===== config.mk =====
export PLATFORM = sky130hd
export DESIGN_NAME = rf_bypass_param
export DESIGN_NICKNAME = d
export VERILOG_FILES = /design/src/rtl/rf_bypass_param.sv
export SDC_FILE = /design/constraint.sdc
export NUM_CORES = 1
export LEC_CHECK = 0
export CAP_MARGIN = 40
export CELL_PAD_IN_SITES_DETAIL_PLACEMENT = 0
export CELL_PAD_IN_SITES_GLOBAL_PLACEMENT = 1
export CORE_ASPECT_RATIO = 0.5
export CORE_MARGIN = 2
export CORE_UTILIZATION = 48
export CTS_BUF_LIST = sky130_fd_sc_hd__clkbuf_4
export CTS_CLUSTER_DIAMETER = 60
export DETAILED_ROUTE_END_ITERATION = 12
export PLACE_DENSITY = 0.88
export SYNTH_ARGS = -nofsm -noshare
export SYNTH_HDL_FRONTEND = slang
export SYNTH_SLANG_ARGS = --single-unit

===== constraint.sdc =====
create_clock -name clk -period 3.9 [get_ports clk]
set_input_delay 0.975 -clock clk [delete_from_list [all_inputs] [get_ports clk]]
set_output_delay 0.975 -clock clk [all_outputs]
set_load 0.03 [all_outputs]

===== src/rtl/rf_bypass_param.sv =====
// rf_bypass_param: WIDTH x DEPTH register file with 2 combinational read ports, 1 write port, and a per-register busy scoreboard.
// Reads take 0 cycles, with optional same-cycle write bypass; writes, reservations and err take effect on the next clk edge; no backpressure.
module rf_bypass_param #(
    parameter int WIDTH   = 16,
    parameter int DEPTH   = 8,
    parameter int SELW    = 3,
    parameter int BYPASS  = 1,
    parameter int ZERO_R0 = 0
) (
    input  logic              clk,
    input  logic              rst,
    input  logic [SELW-1:0]   read1regsel,
    input  logic [SELW-1:0]   read2regsel,
    input  logic [SELW-1:0]   writeregsel,
    input  logic [WIDTH-1:0]  writedata,
    input  logic              write,
    input  logic [SELW-1:0]   resvsel,
    input  logic              resv,
    output logic [WIDTH-1:0]  read1data,
    output logic [WIDTH-1:0]  read2data,
    output logic              read1busy,
    output logic              read2busy,
    output logic              err
);
    logic [WIDTH-1:0] regs_q [DEPTH];
    logic [WIDTH-1:0] regs_d [DEPTH];
    logic [DEPTH-1:0] busy_q;
    logic [DEPTH-1:0] busy_d;
    logic             err_q;
    logic             err_d;
    logic             wr_ok;
    logic             rv_ok;
    logic             rv_dup;

    // One extra bit so DEPTH == 2**SELW still compares correctly.
    function automatic logic in_range(input logic [SELW-1:0] sel);
        return {1'b0, sel} < (SELW+1)'(DEPTH);
    endfunction

    function automatic logic sel_valid(input logic [SELW-1:0] sel);
        return in_range(sel) && !(ZERO_R0 != 0 && sel == '0);
    endfunction

    // Returns {busy, data} for one read port.
    function automatic logic [WIDTH:0] rd_port(input logic [SELW-1:0] sel);
        logic [WIDTH:0] r;
        r = '0;
        for (int i = 0; i < DEPTH; i++) begin
            if (sel == SELW'(i) && !(ZERO_R0 != 0 && i == 0)) begin
                r = {busy_q[i], regs_q[i]};
            end
        end
        if (BYPASS != 0 && wr_ok && writeregsel == sel) begin
            r = {1'b0, writedata};
        end
        return r;
    endfunction

    always_comb begin
        wr_ok  = write && sel_valid(writeregsel);
        rv_ok  = resv && sel_valid(resvsel);
        regs_d = regs_q;
        busy_d = busy_q;
        rv_dup = 1'b0;
        for (int i = 0; i < DEPTH; i++) begin
            if (wr_ok && writeregsel == SELW'(i)) begin
                regs_d[i] = writedata;
                busy_d[i] = 1'b0;
            end
            // A same-edge reservation to the written register wins: the new producer is pending.
            if (rv_ok && resvsel == SELW'(i)) begin
                busy_d[i] = 1'b1;
                if (busy_q[i] && !(wr_ok && writeregsel == resvsel)) begin
                    rv_dup = 1'b1;
                end
            end
        end
        err_d = err_q
              | (write && !in_range(writeregsel))
              | (resv && !in_range(resvsel))
              | rv_dup;
    end

    always_comb begin
        {read1busy, read1data} = rd_port(read1regsel);
        {read2busy, read2data} = rd_port(read2regsel);
    end

    always_ff @(posedge clk) begin
        if (!rst) begin
            for (int i = 0; i < DEPTH; i++) begin
                regs_q[i] <= '0;
            end
            busy_q <= '0;
            err_q  <= 1'b0;
        end else begin
            regs_q <= regs_d;
            busy_q <= busy_d;
            err_q  <= err_d;
        end
    end

    assign err = err_q;

endmodule


Word-level counts from Yosys, hierarchy flattened
Index checks and enable logic that the tools add are counted.
{"block": "classes", "eq_ne": 31, "bitwise": 1, "n_reduce_logical": 40, "n_mux": 50}
{"operator": "$mux 17", "count": 18}
{"operator": "$eq 3x3->1 const B", "count": 16}
{"operator": "$mux 1", "count": 32}
{"operator": "$logic_and 1x1->1", "count": 27}
{"operator": "$eq 3x2->1 const B", "count": 8}
{"operator": "$reduce_bool 2->1", "count": 8}
{"operator": "$eq 3x1->1 const B", "count": 4}
{"operator": "$logic_not 3->1", "count": 4}
{"operator": "$eq 3x3->1", "count": 3}
{"operator": "$logic_not 1->1", "count": 1}
{"operator": "$or 1x1->1", "count": 1}
{"block": "word_totals", "input_bits": 32, "wordCells": 139, "reg_bits": 137, "out_inout_bits": 35}

Depth between registers and ports, before layout
{"block": "depth", "word_depth": 21, "mapped_depth": 8, "mapped_depth_nobuf": 5}

Worst setup path before layout
Ideal clock, no wire load.
{"block": "synth_path", "path_kind": "in2out", "from": "input read1regsel[0]", "to": "output read1busy", "path_buffers": 3, "t_required_ns": 2.925, "stages": 5, "t_arrival_ns": 3.149, "setup_slack_ns": -0.224, "path_cell_list": "buf_4 > buf_2 > buf_2 > o22ai_1 > a2111oi_0"}
{"block": "synth_between", "elab_chain_cells": 10, "elab_cells_between_ends": 19, "cone_classes": "eq/ne: 8; mux: 9; reduce/logical: 2"}
{"element": "from (decl)", "line_no": "12", "rtl": "input logic [SELW-1:0] read1regsel,"}
{"element": "$logic_not 3->1", "line_no": "49", "rtl": "if (sel == SELW'(i) && !(ZERO_R0 != 0 && i == 0)) begin"}
{"element": "$mux 17 (8 in a row)", "line_no": "49"}
{"element": "$mux 17 *", "line_no": "53", "rtl": "if (BYPASS != 0 && wr_ok && writeregsel == sel) begin"}
{"element": "to (decl)", "line_no": "21", "rtl": "output logic read1busy,"}
Mark *: on every way between the ends. The rest lies on a longest branch, timed or not.

Worst setup path in the final report
{"block": "layout_path", "from": "input read1regsel[0]", "to": "output read1data[7]"}
{"block": "layout_between", "elab_chain_cells": 10, "elab_cells_between_ends": 19, "cone_classes": "eq/ne: 8; mux: 9; reduce/logical: 2"}
{"element": "$logic_not 3->1", "line_no": "49"}
{"element": "$mux 17 (8 in a row)", "line_no": "49"}
{"element": "$mux 17 *", "line_no": "53"}
{"element": "to (decl)", "line_no": "19", "rtl": "output logic [WIDTH-1:0] read1data,"}
Marked as above.

==> metrics.cfg <==
[outcome]
outcome = finished clean

[synthesis]
ys_warn_count = 0
ys_seq_elements = 137
synth_ff_type = dfxtp_1
synth_area_leaders = dfxtp_1 32%, nand2_1 13%, a21boi_0 9.8%, a21oi_1 4.0%, mux2i_1 3.3%
netlist_area_um2 = 8563
yosysTopAreaCell = dfxtp_1
synth_nets = 1182
synth.distinct_cells = 51
netlist_instances = 1150
synth-seq-area-share_pct = 32.03
yosysTopAreaCellShare_pct = 32.03
synthesis.area_per_instance_um2 = 7.446
synthArstFlopShare_pct = 0
synth_edf_count = 0

[floorplanning]
core.rowCount = 34
core_area_um2 = 17400
die_h_um = 98.45
io_pins = 67
initial_utilization_pct = 49.22
die_area_um2 = 18990
die_x_um = 192.9

[critical_path]
crit_fanout = 14
start_kind = input port
cp.required_ns = 2.92
r2r_start = busy_q[2]
critPathKind = input port to primary output
r2r_end = err
cp.arrival_ns = 2.79
end_kind = primary output
r2r_cells = 5
rrSetupSlack_ns = 2.75

[detailed_routing]
wl_per_cell_um = 21.04
dr.first_iter.drc_count = 1124
drc = 0
vias = 8711
via_per_inst = 6.113
ant_nets = 0
first_pass_iters = 5
wirelength_um = 29980

[sta]
max_freq_ghz = 0.2654
fin_tns_setup_ns = 0
rsz0062_at_grt = false
min_period_ns = 3.768
max_slew_margin_pct = 55.60
maxSlewViolCount = 0
finalClockSkew_ns = 0.008269
tightest_slew_ns = 0.6645
finalHoldViolCount = 0
fin_ws_ns = 0.1323
fin_crit_sh_pct = 96.61
setup_viol = 0

[grt]
grt_usage_pct = 32.02
antenna_found_initial = 0
grt_pass1_vias = 8109
gr-total-overflow = 0
grt_pass1_wl_um = 46000
grt_max_degree = 53

[power]
peakVddDrop_uv = 207.3
p_switching_w = 0.001033
power_frac_comb_pct = 21.5
p_seq_share_pct = 43.0
powerDensity_nw_per_um2 = 342.4
switching_share_pct = 30.46
total_power_w = 0.003392
p_leak_nw = 3.437
internal_power_w = 0.002359
clockPowerShare_pct = 35.5

[layout]
diodes = 0
fillers = 1624
final_util_pct = 56.94
final_layout_size_suffix_gt1_share_pct = 14.27
area_growth_pct = 15.69
finalNonFillerCells = 1425
finish.net_count = 1211

[worst_hold_path]
hp-start = regs_q[11]
hold_depth = 2
hold_class = flop to flop
min_delay_worst_endpoint = regs_q[11]

[clock_network]
clk_latency_ns = 0.54
hold_buffers = 0
clockBufferDepth = 2
cts_sinks = 137
h-tree-depth = 4
root_buffer = clkbuf_4
post_cts_resized = 0
clkSlewWorstSetupHoldPaths_ns = 0.12
cts_buffers = 17
cts_tree = done
cts_setup_buffers = 0

[placement]
io_buffers = 66
placedCellCount = 1394
gp_congestion = 0.9299
dpl.hpwl_um = 19840
preCtsSetupSlack_ns = 0.1218

[flow_run]
drv_cap = 0

==> per-stage QoR <==
step / hold slack, ns / area (µm²)
6_report: 0.4803 / 9907
5_1_grt: 0.5070 / 9907
4_1_cts: 0.4849 / 9907
3_5_place_dp: 0.4676 / 9545
3_3_place_gp: 0.4579 / 9538
2_1_floorplan: 0.4450 / 8564
==> placed cells by master (no fill, tap or decap), drive strengths merged, types with 20 or more instances in the layout <==
cell type,count
o21ai,21
nor2,67
nand2b,20
nand2,308
a22oi,20
dfxtp,137
a31oi,20
clkdlybuf4s50,26
a21oi,68
a21boi,129
buf,96
mux2i,28
==> registers in the layout (all words and copies together), names as in the netlist <==
| register | flops |
|---|---|
| busy_q | 8 |
| regs_q | 128 |
| err | 1 |
==> power groups by stage <==
stage	clock (W)	sequential, W	combinational, W
finish	0.00120	0.00146	0.000728
global route	0.00128	0.00146	0.000771
CTS	0.00122	0.00146	0.000718
detailed placement	0	0.00149	0.000716
global placement	0	0.00149	0.000707
floorplan	0	0.00148	0.000440
==> critical path, cell delays in order <==
cell       delay, ns
buf_2           0.36
nand2_1         0.51
o2bb2ai_1       0.30
o22ai_1         0.12
o211ai_1        0.09
a22o_1          0.27
buf_12          0.15
==> per-layer routing <==
layer / GRT usage [%] / part of all wire (%) / up-vias
met2: 48.86 / 43 / 494
met4: 7.634 / 1.6 / 0
li1: - / - / 4038
met5: 0 / 0 / -
met1: 46.49 / 44 / 4131
met3: 6.375 / 11 / 48
==> cells in the mapped netlist, types with 2 or more instances <==
| cell type | instances |
|---|---|
| mux2i_1 | 28 |
| nand3_1 | 2 |
| nor2_1 | 61 |
| a22oi_1 | 20 |
| nand3_2 | 4 |
| a31oi_1 | 20 |
| xor2_2 | 2 |
| o2bb2ai_1 | 11 |
| inv_1 | 14 |
| a21boi_1 | 17 |
| buf_4 | 10 |
| nor4_1 | 5 |
| buf_6 | 4 |
| a21boi_0 | 112 |
| a21oi_1 | 68 |
| xor2_1 | 3 |
| buf_2 | 39 |
| nor3_4 | 3 |
| dfxtp_1 | 137 |
| o22ai_1 | 18 |
| nand2b_1 | 19 |
| nor3b_1 | 16 |
| o21bai_1 | 15 |
| a211oi_1 | 11 |
| o221ai_1 | 15 |
| nor2_4 | 2 |
| mux2_2 | 18 |
| nor2b_1 | 17 |
| a22o_1 | 12 |
| xnor2_1 | 3 |
| nand4_1 | 3 |
| nand2_1 | 303 |
| clkbuf_1 | 55 |
| o21ai_0 | 21 |
| nor3_1 | 16 |
| mux4_2 | 3 |
| nor2_2 | 4 |
| a32oi_1 | 4 |
| o211ai_1 | 17 |
| nand2_2 | 5 |
| buf_1 | 3 |
==> layout make-up <==
type                       count  area [µm²]  share of cell area [%]
clock inverter                13       226.5                   2.286
inverter                      15       56.30                  0.5683
timing repair buffer         122        1226                   12.38
sequential                   137        2743                   27.68
clock buffer                  18       135.1                   1.364
multi-input combinational    886        5228                   52.77
tap                          234       292.8                   2.955
==> cells by family after synthesis <==
group           Yosys count  share of synthesized area, %
xor+xnor                  9                         1.184
mux                      49                         6.429
simple gates            465                         24.11
buf+inv                 127                         6.940
compound gates          363                         29.31
flops                   137                         32.03
==> worst max path at each step <==
stage	start	to	slack (ns)	cells after the start
final	read1regsel[0]	read1data[7]	0.13	7
after global routing	writeregsel[0]	read1busy	0.02	6
after CTS	writeregsel[2]	read1busy	0.11	6
after detailed placement	writeregsel[2]	read1busy	0.12	6
after global placement	read1regsel[2]	read1data[7]	0.12	7
after floorplan	read1regsel[0]	read1busy	0.16	5
Note: power is estimated with default switching activity, not from simulation.
